--- config.mk ---
export PLATFORM = sky130hd
export DESIGN_NAME = alu_control_unit_param
export DESIGN_NICKNAME = d
export VERILOG_FILES = /design/src/rtl/alu_cu_pkg.sv /design/src/rtl/alu_control_unit_param_if.sv /design/src/rtl/alu_control_unit_param_fsm.sv /design/src/rtl/alu_cu_counter.sv /design/src/rtl/alu_control_unit_param.sv
export SDC_FILE = /design/constraint.sdc
export NUM_CORES = 1
export LEC_CHECK = 0
export BUFFER_PORTS_ARGS = -buffer_cell sky130_fd_sc_hd__buf_4
export CORE_ASPECT_RATIO = 1.4
export CORE_MARGIN = 2
export CORE_UTILIZATION = 45
export DETAILED_ROUTE_END_ITERATION = 8
export PLACE_DENSITY = 0.78
export SYNTH_ARGS = -nofsm -noshare
export SYNTH_HDL_FRONTEND = slang
export SYNTH_SLANG_ARGS = --single-unit
--- constraint.sdc ---
create_clock -name clk -period 3.3 [get_ports clk]
set_input_delay 0.66 -clock clk [delete_from_list [all_inputs] [get_ports clk]]
set_output_delay 0.66 -clock clk [all_outputs]
set_load 0.005 [all_outputs]
--- src/rtl/alu_cu_pkg.sv ---
// rtl/alu_cu_pkg.sv - shared state indices, opcodes and one-hot helpers for the ALU control unit
package alu_cu_pkg;

  localparam int N_STATES = 18;

  typedef enum logic [4:0] {
    S_IDLE    = 5'd0,
    S_LOADA   = 5'd1,
    S_LOADQ   = 5'd2,
    S_LOADM   = 5'd3,
    S_ADDM    = 5'd4,
    S_ADDCORR = 5'd5,
    S_ADD1QP  = 5'd6,
    S_QMINQP  = 5'd7,
    S_PUSHA   = 5'd8,
    S_PUSHQ   = 5'd9,
    S_RSHIFT  = 5'd10,
    S_RSHIFT2 = 5'd11,
    S_CNTR    = 5'd12,
    S_LSHIFT  = 5'd13,
    S_CNTL    = 5'd14,
    S_LSH0    = 5'd15,
    S_RSH0    = 5'd16,
    S_ERR     = 5'd17
  } state_e;

  localparam logic [1:0] OP_ADD = 2'b00;
  localparam logic [1:0] OP_SUB = 2'b01;
  localparam logic [1:0] OP_MUL = 2'b10;
  localparam logic [1:0] OP_DIV = 2'b11;

  function automatic logic [N_STATES-1:0] onehot(input state_e s);
    onehot = '0;
    onehot[s] = 1'b1;
  endfunction

endpackage

--- src/rtl/alu_control_unit_param_if.sv ---
// rtl/alu_control_unit_param_if.sv - datapath status and control strobe bundle between controller and datapath
interface alu_control_unit_param_if;

  logic        BEGIN;
  logic [1:0]  op_code;
  logic [2:0]  q_lsb;
  logic [2:0]  a_msb;
  logic        m_msb;
  logic        m_is_zero;
  logic        load_a_inbus;
  logic        load_q_inbus;
  logic        load_m_inbus;
  logic        init_a_zero;
  logic        load_a_adder;
  logic        load_qprim_adder;
  logic        load_q_adder;
  logic        rshift;
  logic        lshift;
  logic        write_qs;
  logic        q_bit;
  logic        qprim_bit;
  logic        sel_sub;
  logic        sel_am;
  logic        sel_2m;
  logic        sel_qprim_corr;
  logic        sel_q_minus_qprim;
  logic        push_a;
  logic        push_q;
  logic        busy;
  logic        END;
  logic        div_by_zero;
  logic [17:0] state_dbg;

  modport master (
    output BEGIN, op_code, q_lsb, a_msb, m_msb, m_is_zero,
    input  load_a_inbus, load_q_inbus, load_m_inbus, init_a_zero,
    input  load_a_adder, load_qprim_adder, load_q_adder,
    input  rshift, lshift, write_qs, q_bit, qprim_bit,
    input  sel_sub, sel_am, sel_2m, sel_qprim_corr, sel_q_minus_qprim,
    input  push_a, push_q, busy, END, div_by_zero, state_dbg
  );

  modport slave (
    input  BEGIN, op_code, q_lsb, a_msb, m_msb, m_is_zero,
    output load_a_inbus, load_q_inbus, load_m_inbus, init_a_zero,
    output load_a_adder, load_qprim_adder, load_q_adder,
    output rshift, lshift, write_qs, q_bit, qprim_bit,
    output sel_sub, sel_am, sel_2m, sel_qprim_corr, sel_q_minus_qprim,
    output push_a, push_q, busy, END, div_by_zero, state_dbg
  );

endinterface

--- src/rtl/alu_control_unit_param_fsm.sv ---
// rtl/alu_control_unit_param_fsm.sv - one-hot sequencer for add/sub, Radix-4 Booth multiply and SRT-2 divide
module alu_control_unit_param_fsm
  import alu_cu_pkg::*;
#(
  parameter int WIDTH = 8
) (
  input logic                    clk,
  input logic                    reset_input,
  alu_control_unit_param_if.slave bus
);

  localparam int CW = $clog2(WIDTH) + 1;

  logic [N_STATES-1:0] state, state_next, st;
  logic [1:0]          op_r;
  logic                flag_r, sign_r;
  logic [CW-1:0]       r4_cnt, lz_cnt, srt_cnt;
  logic                valid, accept, nz, booth_add;
  state_e              nxt, booth_next, div_next;

  // Anything other than exactly one hot bit is treated as corrupt and falls back to IDLE.
  assign valid      = (state != '0) && ((state & (state - N_STATES'(1))) == '0);
  assign st         = valid ? state : '0;
  assign accept     = st[S_IDLE] & bus.BEGIN;
  assign nz         = (bus.a_msb != 3'b000) && (bus.a_msb != 3'b111);
  assign booth_add  = (bus.q_lsb != 3'b000) && (bus.q_lsb != 3'b111);
  assign booth_next = booth_add ? S_ADDM : S_RSHIFT;
  assign div_next   = (srt_cnt < CW'(WIDTH - 1)) ? S_CNTL :
                      (bus.a_msb[2] ? S_ADDCORR : S_QMINQP);

  always_ff @(posedge clk) begin
    if (reset_input) begin
      state  <= onehot(S_IDLE);
      op_r   <= '0;
      flag_r <= 1'b0;
      sign_r <= 1'b0;
    end else begin
      state <= state_next;
      if (accept) op_r <= bus.op_code;
      if (st[S_LSHIFT]) begin
        flag_r <= nz;
        sign_r <= bus.a_msb[2];
      end
    end
  end

  always_comb begin
    nxt = S_IDLE;
    case (1'b1)
      st[S_IDLE]:    if (bus.BEGIN) nxt = (bus.op_code == OP_MUL) ? S_LOADQ : S_LOADA;
      st[S_LOADA]:   nxt = (op_r == OP_DIV) ? S_LOADQ : S_LOADM;
      st[S_LOADQ]:   nxt = S_LOADM;
      st[S_LOADM]: begin
        case (op_r)
          OP_MUL:  nxt = booth_next;
          OP_DIV:  nxt = bus.m_is_zero ? S_ERR : (bus.m_msb ? S_LSHIFT : S_LSH0);
          default: nxt = S_ADDM;
        endcase
      end
      st[S_ADDM]: begin
        case (op_r)
          OP_MUL:  nxt = S_RSHIFT;
          OP_DIV:  nxt = div_next;
          default: nxt = S_PUSHA;
        endcase
      end
      st[S_ADDCORR]: nxt = S_ADD1QP;
      st[S_ADD1QP]:  nxt = S_QMINQP;
      st[S_QMINQP]:  nxt = (lz_cnt != '0) ? S_RSH0 : S_PUSHQ;
      st[S_PUSHA]:   nxt = (op_r == OP_MUL) ? S_PUSHQ : S_IDLE;
      st[S_PUSHQ]:   nxt = (op_r == OP_DIV) ? S_PUSHA : S_IDLE;
      st[S_RSHIFT]:  nxt = S_RSHIFT2;
      st[S_RSHIFT2]: nxt = (r4_cnt == CW'(WIDTH / 2 - 1)) ? S_PUSHA : S_CNTR;
      st[S_CNTR]:    nxt = booth_next;
      st[S_LSHIFT]:  nxt = nz ? S_ADDM : div_next;
      st[S_CNTL]:    nxt = S_LSHIFT;
      st[S_LSH0]:    nxt = bus.m_msb ? S_LSHIFT : S_LSH0;
      // lz_cnt still holds the pre-decrement value here, so stop once it reaches 1.
      st[S_RSH0]:    nxt = (lz_cnt > CW'(1)) ? S_RSH0 : S_PUSHQ;
      st[S_ERR]:     nxt = S_IDLE;
      default:       nxt = S_IDLE;
    endcase
    state_next = onehot(nxt);
  end

  always_comb begin
    bus.load_a_inbus      = st[S_LOADA];
    bus.load_q_inbus      = st[S_LOADQ];
    bus.load_m_inbus      = st[S_LOADM];
    bus.init_a_zero       = st[S_LOADQ] & (op_r == OP_MUL);
    bus.load_a_adder      = st[S_ADDCORR];
    bus.sel_am            = st[S_ADDCORR];
    bus.load_qprim_adder  = st[S_ADD1QP];
    bus.sel_qprim_corr    = st[S_ADD1QP];
    bus.load_q_adder      = st[S_QMINQP];
    bus.sel_q_minus_qprim = st[S_QMINQP];
    bus.sel_sub           = st[S_QMINQP];
    bus.sel_2m            = 1'b0;
    bus.rshift            = st[S_RSHIFT] | st[S_RSHIFT2] | st[S_RSH0];
    bus.lshift            = st[S_LSHIFT] | st[S_LSH0];
    bus.write_qs          = st[S_LSHIFT];
    bus.q_bit             = st[S_LSHIFT] & nz & ~bus.a_msb[2];
    bus.qprim_bit         = st[S_LSHIFT] & nz & bus.a_msb[2];
    bus.push_a            = st[S_PUSHA];
    bus.push_q            = st[S_PUSHQ];
    bus.busy              = ~st[S_IDLE];
    bus.div_by_zero       = st[S_ERR];
    bus.END               = st[S_ERR] | (st[S_PUSHA] & (op_r != OP_MUL)) |
                            (st[S_PUSHQ] & (op_r == OP_MUL));
    bus.state_dbg         = state;
    if (st[S_ADDM]) begin
      bus.sel_am       = 1'b1;
      bus.load_a_adder = (op_r == OP_DIV) ? flag_r : 1'b1;
      case (op_r)
        OP_MUL: begin
          bus.sel_sub = bus.q_lsb[2];
          bus.sel_2m  = (bus.q_lsb == 3'b011) || (bus.q_lsb == 3'b100);
        end
        OP_DIV:  bus.sel_sub = ~sign_r;
        default: bus.sel_sub = op_r[0];
      endcase
    end
  end

  alu_cu_counter #(.W(CW)) u_r4_cnt (
    .clk(clk), .rst(reset_input), .clr(accept),
    .inc(st[S_CNTR]), .dec(1'b0), .count(r4_cnt)
  );

  alu_cu_counter #(.W(CW)) u_lz_cnt (
    .clk(clk), .rst(reset_input), .clr(accept),
    .inc(st[S_LSH0]), .dec(st[S_RSH0]), .count(lz_cnt)
  );

  alu_cu_counter #(.W(CW)) u_srt_cnt (
    .clk(clk), .rst(reset_input), .clr(accept),
    .inc(st[S_CNTL]), .dec(1'b0), .count(srt_cnt)
  );

endmodule

--- src/rtl/alu_cu_counter.sv ---
// rtl/alu_cu_counter.sv - small up/down iteration counter with synchronous clear
module alu_cu_counter #(
  parameter int W = 4
) (
  input  logic         clk,
  input  logic         rst,
  input  logic         clr,
  input  logic         inc,
  input  logic         dec,
  output logic [W-1:0] count
);

  always_ff @(posedge clk) begin
    if (rst || clr) begin
      count <= '0;
    end else if (inc) begin
      count <= count + W'(1);
    end else if (dec) begin
      count <= count - W'(1);
    end
  end

endmodule

--- src/rtl/alu_control_unit_param.sv ---
// rtl/alu_control_unit_param.sv - ALU control unit top: flat pin view around the bundled sequencer
module alu_control_unit_param #(
  parameter int WIDTH = 8
) (
  input  logic        clk,
  input  logic        reset_input,
  input  logic        BEGIN,
  input  logic [1:0]  op_code,
  input  logic [2:0]  q_lsb,
  input  logic [2:0]  a_msb,
  input  logic        m_msb,
  input  logic        m_is_zero,
  output logic        load_a_inbus,
  output logic        load_q_inbus,
  output logic        load_m_inbus,
  output logic        init_a_zero,
  output logic        load_a_adder,
  output logic        load_qprim_adder,
  output logic        load_q_adder,
  output logic        rshift,
  output logic        lshift,
  output logic        write_qs,
  output logic        q_bit,
  output logic        qprim_bit,
  output logic        sel_sub,
  output logic        sel_am,
  output logic        sel_2m,
  output logic        sel_qprim_corr,
  output logic        sel_q_minus_qprim,
  output logic        push_a,
  output logic        push_q,
  output logic        busy,
  output logic        END,
  output logic        div_by_zero,
  output logic [17:0] state_dbg
);

  alu_control_unit_param_if cu_bus ();

  assign cu_bus.BEGIN     = BEGIN;
  assign cu_bus.op_code   = op_code;
  assign cu_bus.q_lsb     = q_lsb;
  assign cu_bus.a_msb     = a_msb;
  assign cu_bus.m_msb     = m_msb;
  assign cu_bus.m_is_zero = m_is_zero;

  assign load_a_inbus      = cu_bus.load_a_inbus;
  assign load_q_inbus      = cu_bus.load_q_inbus;
  assign load_m_inbus      = cu_bus.load_m_inbus;
  assign init_a_zero       = cu_bus.init_a_zero;
  assign load_a_adder      = cu_bus.load_a_adder;
  assign load_qprim_adder  = cu_bus.load_qprim_adder;
  assign load_q_adder      = cu_bus.load_q_adder;
  assign rshift            = cu_bus.rshift;
  assign lshift            = cu_bus.lshift;
  assign write_qs          = cu_bus.write_qs;
  assign q_bit             = cu_bus.q_bit;
  assign qprim_bit         = cu_bus.qprim_bit;
  assign sel_sub           = cu_bus.sel_sub;
  assign sel_am            = cu_bus.sel_am;
  assign sel_2m            = cu_bus.sel_2m;
  assign sel_qprim_corr    = cu_bus.sel_qprim_corr;
  assign sel_q_minus_qprim = cu_bus.sel_q_minus_qprim;
  assign push_a            = cu_bus.push_a;
  assign push_q            = cu_bus.push_q;
  assign busy              = cu_bus.busy;
  assign END               = cu_bus.END;
  assign div_by_zero       = cu_bus.div_by_zero;
  assign state_dbg         = cu_bus.state_dbg;

  alu_control_unit_param_fsm #(.WIDTH(WIDTH)) u_fsm (
    .clk         (clk),
    .reset_input (reset_input),
    .bus         (cu_bus)
  );

endmodule

# Word level (Yosys, flattened, before mapping)
# Cells that the tools add are included.
word_totals:
  register_bits: 34
  in_bits: 13
  word_cells: 98
classes:
  n_addsub: 5
  order_cmp: 4
  eq_ne: 9
  muxes: 45
  n_bitwise: 16
  reduce_logical: 12
op_table:
  columns: ["op", "count"]
  rows:
  - ["5-bit 2-to-1 mux", 23]
  - ["4-bit 2-to-1 mux", 5]
  - ["5-bit one-hot mux with 2 select lines", 2]
  - ["18-bit bitwise AND", 1]
  - ["18-bit zero test", 1]
  - ["18-bit 2-to-1 mux", 1]
  - ["18-bit nonzero test", 1]
  - ["18-bit by 1-bit subtractor with 18-bit output (second input constant)", 1]
  - ["4-bit by 1-bit adder with 4-bit output (second input constant)", 3]
  - ["1-bit 2-to-1 mux", 8]
  - ["1-bit bitwise AND", 7]
  - ["2-bit == test (second input constant)", 3]
  - ["5-bit by 6-bit < comparator with 1-bit output (second input constant)", 1]
  - ["2-bit 2-to-1 mux", 3]
  - ["3-bit inequality test (second input constant)", 2]
  - ["3-bit nonzero test", 2]
  - ["1-bit demux with 5-bit select", 1]
  - ["5-bit by 1-bit >= comparator with 1-bit output (second input constant)", 1]
  - ["1-bit bitwise OR", 5]
  - ["4-bit by 2-bit == test with 1-bit output (second input constant)", 1]
  - ["4-bit by 1-bit > comparator with 1-bit output (second input constant)", 1]
  - ["1-bit logical AND", 4]
  - ["4-bit by 3-bit < comparator with 1-bit output (second input constant)", 1]
  - ["4-bit nonzero test", 1]
  - ["9 further kinds", 12]

# Logic depth before layout (Yosys ltp)
depth:
  ltp_word: 26
  ltp_mapped: 12
  ltp_nobuf: 8

# By module
# A second synthesis with hierarchy kept.
unflattened:
  cells_unflattened: 313
  area_unflattened_um2: 2668.8
modules_own_cells:
  columns: ["mod", "n_inst", "cells_per_inst", "area_each_um2"]
  rows:
  - ["alu_control_unit_param_fsm", 1, 229, 1798.0]
  - ["alu_cu_counter", 3, 28, 290.3]

# Worst setup path after synthesis
# OpenSTA, ideal clock, no wires.
synth_timing:
  path_kind: "register -> output"
  startpoint: "register u_fsm.state[1], in the netlist u_fsm.bus.state_dbg[1]"
  endpoint: "output sel_q_minus_qprim"
  t_arrival_ps: 2411
  required_ps: 2640
  slack_ps: 229
  path_stages_with_launch: 11
  n_path_buf: 4
  cell_sequence: "dfxtp_1 > or4_1 > buf_6 > nor4_4 > o221a_2 > o211a_1 > buf_2 > nand2_1 > buf_2 > nor2_1 > buf_4"
synth_between:
  elab_chain_cells: 5
  elab_cells_between_ends: 6
  classes_between: "1 x add/sub; 1 x mux; 1 x bitwise; 3 x reduce/logical"
synth_lines:
  columns: ["item", "line", "text"]
  rows:
  - ["start, declared", "alu_control_unit_param_fsm.sv:14", "logic [N_STATES-1:0] state, state_next, st;"]
  - ["start signal, assigned", "alu_control_unit_param_fsm.sv:33", "state <= onehot(S_IDLE);"]
  - ["start signal, assigned", "alu_control_unit_param_fsm.sv:38", "state <= state_next;"]
  - ["18-bit by 1-bit subtractor with 18-bit output", "alu_control_unit_param_fsm.sv:22", "assign valid = (state != '0) && ((state & (state - N_STATES'(1))) == '0);"]
  - ["18-bit bitwise AND", "alu_control_unit_param_fsm.sv:22", null]
  - ["18-bit zero test", "alu_control_unit_param_fsm.sv:22", null]
  - ["1-bit logical AND *", "alu_control_unit_param_fsm.sv:22", null]
  - ["18-bit 2-to-1 mux *", "alu_control_unit_param_fsm.sv:23", "assign st = valid ? state : '0;"]
  - ["end, declared", "alu_control_unit_param.sv:29", "output logic sel_q_minus_qprim,"]
# Every way passes the cells marked *; elsewhere a longest branch is shown, timed or not.

# Worst setup path after layout
layout_timing:
  startpoint: "register u_fsm.state[3], in the netlist u_fsm.bus.state_dbg[3]"
  endpoint: "output load_a_adder"
layout_between:
  elab_chain_cells: 6
  elab_cells_between_ends: 7
  classes_between: "1 x add/sub; 2 x mux; 1 x bitwise; 3 x reduce/logical"
layout_lines:
  columns: ["item", "line", "text"]
  rows:
  - ["18-bit by 1-bit subtractor with 18-bit output", "alu_control_unit_param_fsm.sv:22", null]
  - ["18-bit bitwise AND", "alu_control_unit_param_fsm.sv:22", null]
  - ["18-bit zero test", "alu_control_unit_param_fsm.sv:22", null]
  - ["1-bit logical AND *", "alu_control_unit_param_fsm.sv:22", null]
  - ["18-bit 2-to-1 mux *", "alu_control_unit_param_fsm.sv:23", null]
  - ["1-bit 2-to-1 mux *", "alu_control_unit_param_fsm.sv:111", "if (st[S_ADDM]) begin"]
  - ["end, declared", "alu_control_unit_param.sv:17", "output logic load_a_adder,"]
# Marks and branches as above.

==> results.env <==
OUTCOME='complete, no violations'
VIAS_PER_CELL=6.60
PERIOD_MINUS_SLACK_NS=3.20
CTSROOTBUFFERMASTER='clkbuf_8'
SYNTHFLOPTYPE='dfxtp_1'
POWER.DENSITY_nW_PER_UM2=517
FIN_TOTAL_PWR_mW=1.60
DRT-PASS1-ITER-COUNT=5
TIMING.RR.START='u_fsm.bus.state_dbg[7]'
SYNTH_TOP_CELLS_BY_COUNT='dfxtp_1, nor2_1, nor3_1, a21oi_1, nand2_1'
FINAL.FILL_COUNT=485
WORSTHOLDENDPOINT='u_fsm.u_r4_cnt.count[2]'
DIE_FOOTPRINT_SQ_UM=6080
RRSETUPSLACK_NS=0.50
WORST_EP_ARRIVAL_TIME_NS=2.54
SYNTH_AREA_SQ_UM=2460
HP-CLASS='flop to flop'
PLACE_INST=432
MAXSLEWHEADROOM=0.491
INITIAL_CORE_UTIL=0.469
VIAS=2922
SYNTH_TOP_AREA_SHARE=0.277
GRT_USE_TOTAL=0.283
R2R_CELLS=7
FINAL-HOLD-VIOLATION-COUNT=0
CRITICAL_PATH.MAX_FANOUT=11
VDD_IR_DROP_MAX_mV=0.342
ANTENNA_CELLS=0
FIRST_GLOBAL_VIAS=2788
SYNTH_INSTANCES=325
WORST_SLEW_PIN_SLEW_NS=0.753
NUMCLOCKSINKS=34
DPL.HPWL_MM=6.09
YOSYS.AREA.TOP_TYPE='dfxtp_1'
YS_SEQ_ELEMENTS=34
FMAX_MHz=312
SYN_AREA_PER_CELL_SQ_UM=7.56
CORE_AREA_SQ_UM=5240
SETUP_SKEW_AFTER_LAYOUT_NS=0.00429
TIMING.HOLD.WORST_PATH_DEPTH=2
TIMING.SETUP.CRITICAL_PATH_CLASS='flop to output pin'
DRT_ITER0_DRC=283
AREA.GROWTH.SYNTH_TO_FINAL_PCT=26.1
GP_CONGESTION=0.979
MAX_CAP_VIOLATIONS=0
GRT_ANTENNA_BEFORE_REPAIR=0
FLOORPLAN.ROWS=31
SYNTH.LIB_CELLS_USED.DISTINCT=59
DIE_HEIGHT_UM=91.4
GRT_PASS1_WL_MM=13.5
TIMING.CRITICAL_PATH.TO_TYPE='output pin'
DRC=0
ANTENNA_VIOLATING_NETS_POST_ROUTE=0
CP-START-KIND='flop'
NETS=395
TRITONCTS.NUM_BUFFERS=5
CTS.HOLD.BUFFERS_ADDED=0
IO_PINS=53
CLKTRANSATPATHREGS_NS=0.07
LAYOUT.CELLS.NON_FILLER=443
FINISH.UTILIZATION=0.592
YS_SEQ_AREA_FRAC=0.277
PLACEMENT.IO_BUFFERS=52
TIMING.HOLD.WORST.START='u_fsm.u_r4_cnt.count[2]'
TIMING.RR.END='u_fsm.bus.state_dbg[11]'
SYNTHTOPCELLSBYAREA='dfxtp_1, nor2_1, nor3_1'
TRITONCTS='built'
TIMING.FINAL.SETUP_VIOLATIONS=0
LEAKAGE_nW=1.31
PRE_CTS_SLACK_NS=0.178
TOTALNEGATIVESETUPSLACK_NS=0
CLK_LATENCY_NS=0.29
POSTSYNTHNETCOUNT=344
CLOCK_TREE.BUFFER_DEPTH=2
POST_ROUTE_CELLS_DRIVE_ABOVE_1_SHARE=0.286
FINALCRITPERIODSHARE=0.971
FINALMAXSLEWVIOLATIONS=0
DRT-WIRELENGTH-PER-CELL_UM=19.1
FINALWORSTSETUPSLACK_NS=0.0972
OVERFLOW=0
GRT_START_MAX_NET_PINS=22
RSZ0062_AT_GRT='no'
CRIT_REQUIRED_NS=2.64
YS_WARN_COUNT=0
CTS_HTREE_LEVELS=2
SYNTH_ENABLE_FLOP_CELLS=0
DRT_WL_TOTAL_MM=8.46
FLOORPLAN.DIE.WIDTH_UM=66.5
YS_ASYNC_SR_FRACTION=0
-- logic make-up (layout without fill, tap and decap cells) --
family,after synthesis,in the layout,share of synthesized area
simple gates,169,169,0.387
compound gates,75,75,0.219
buf+inv,37,89,0.0692
flops,34,34,0.277
fa+ha+maj,7,7,0.0346
mux,3,3,0.0122
-- metal layers --
layer | track usage | share of wire | vias up
met5 | 0 | 0 | -
met2 | 0.464 | 0.50 | 189
met4 | 0.126 | 0.028 | 0
li1 | - | - | 1332
met1 | 0.351 | 0.39 | 1376
met3 | 0.0533 | 0.089 | 25
-- state kept, by name, indices dropped and copies added (netlist names) --
| register | cells |
|---|---|
| u_fsm.bus.state_dbg | 18 |
| u_fsm.u_lz_cnt.count | 4 |
| u_fsm.u_r4_cnt.count | 4 |
| u_fsm.u_srt_cnt.count | 4 |
| u_fsm.op_r | 2 |
| u_fsm.flag_r | 1 |
| u_fsm.sign_r | 1 |
-- placed cells by master, fill, tap and decap left out, types with 6 or more instances in the layout --
cell       n
buf_4     74
o21ai_0   11
ha_1       6
a21oi_1   20
nand4_1   13
a31oi_1    6
nand2_1   18
clkbuf_8   6
inv_1      6
nand3_1   13
dfxtp_1   34
and3_1    16
nor3_1    21
nor2_1    32
-- area by class of cell --
class                           instances  area [sq um]  area share
Multi-Input combinational cell        254          1660       0.534
Inverter                                6          22.5     0.00727
Clock inverter                          1          5.00     0.00161
Timing Repair Buffer                   75           567       0.183
Tap cell                               66          82.6      0.0266
Clock buffer                            7          86.3      0.0279
Sequential cell                        34           681       0.220
-- critical path, cell delays in order, from the launching register on --
cell and delay [ns]:
dfxtp_1 0.31, or4_4 0.59, nor4_4 0.35, o221a_2 0.28, o211a_4 0.17, nand2_1 0.09
buf_6 0.17, nor3_2 0.15, buf_4 0.12
-- per-stage QoR --
step           hold slack (ns)  area, sq um
6_report                 0.494         3100
5_1_grt                  0.531         3100
2_1_floorplan            0.450         2460
3_3_place_gp             0.477         2930
4_1_cts                  0.497         3040
3_5_place_dp             0.487         2930
-- worst max-delay path by stage --
| stage | from | endpoint | cells after the start |
|---|---|---|---|
| after floorplan | u_fsm.bus.state_dbg[1] | sel_q_minus_qprim | 10 |
| after global placement | u_fsm.bus.state_dbg[1] | load_a_adder | 8 |
| after detailed placement | u_fsm.bus.state_dbg[1] | load_a_adder | 8 |
| after CTS | u_fsm.bus.state_dbg[1] | load_a_adder | 8 |
| after global routing | u_fsm.bus.state_dbg[3] | load_a_adder | 8 |
| final | u_fsm.bus.state_dbg[3] | load_a_adder | 8 |
-- timing repair --
action	CTS	global route
gates resized for setup	3	9
setup endpoints to repair	16	13
pin swaps	1	7
setup buffers	0	3
-- report_power, final --
part	internal, mW	total (mW)	switching, mW
clock network	0.168	0.322	0.153
registers	0.429	0.451	0.0215
logic	0.333	0.831	0.497
Power figures use the tool's default switching activity.
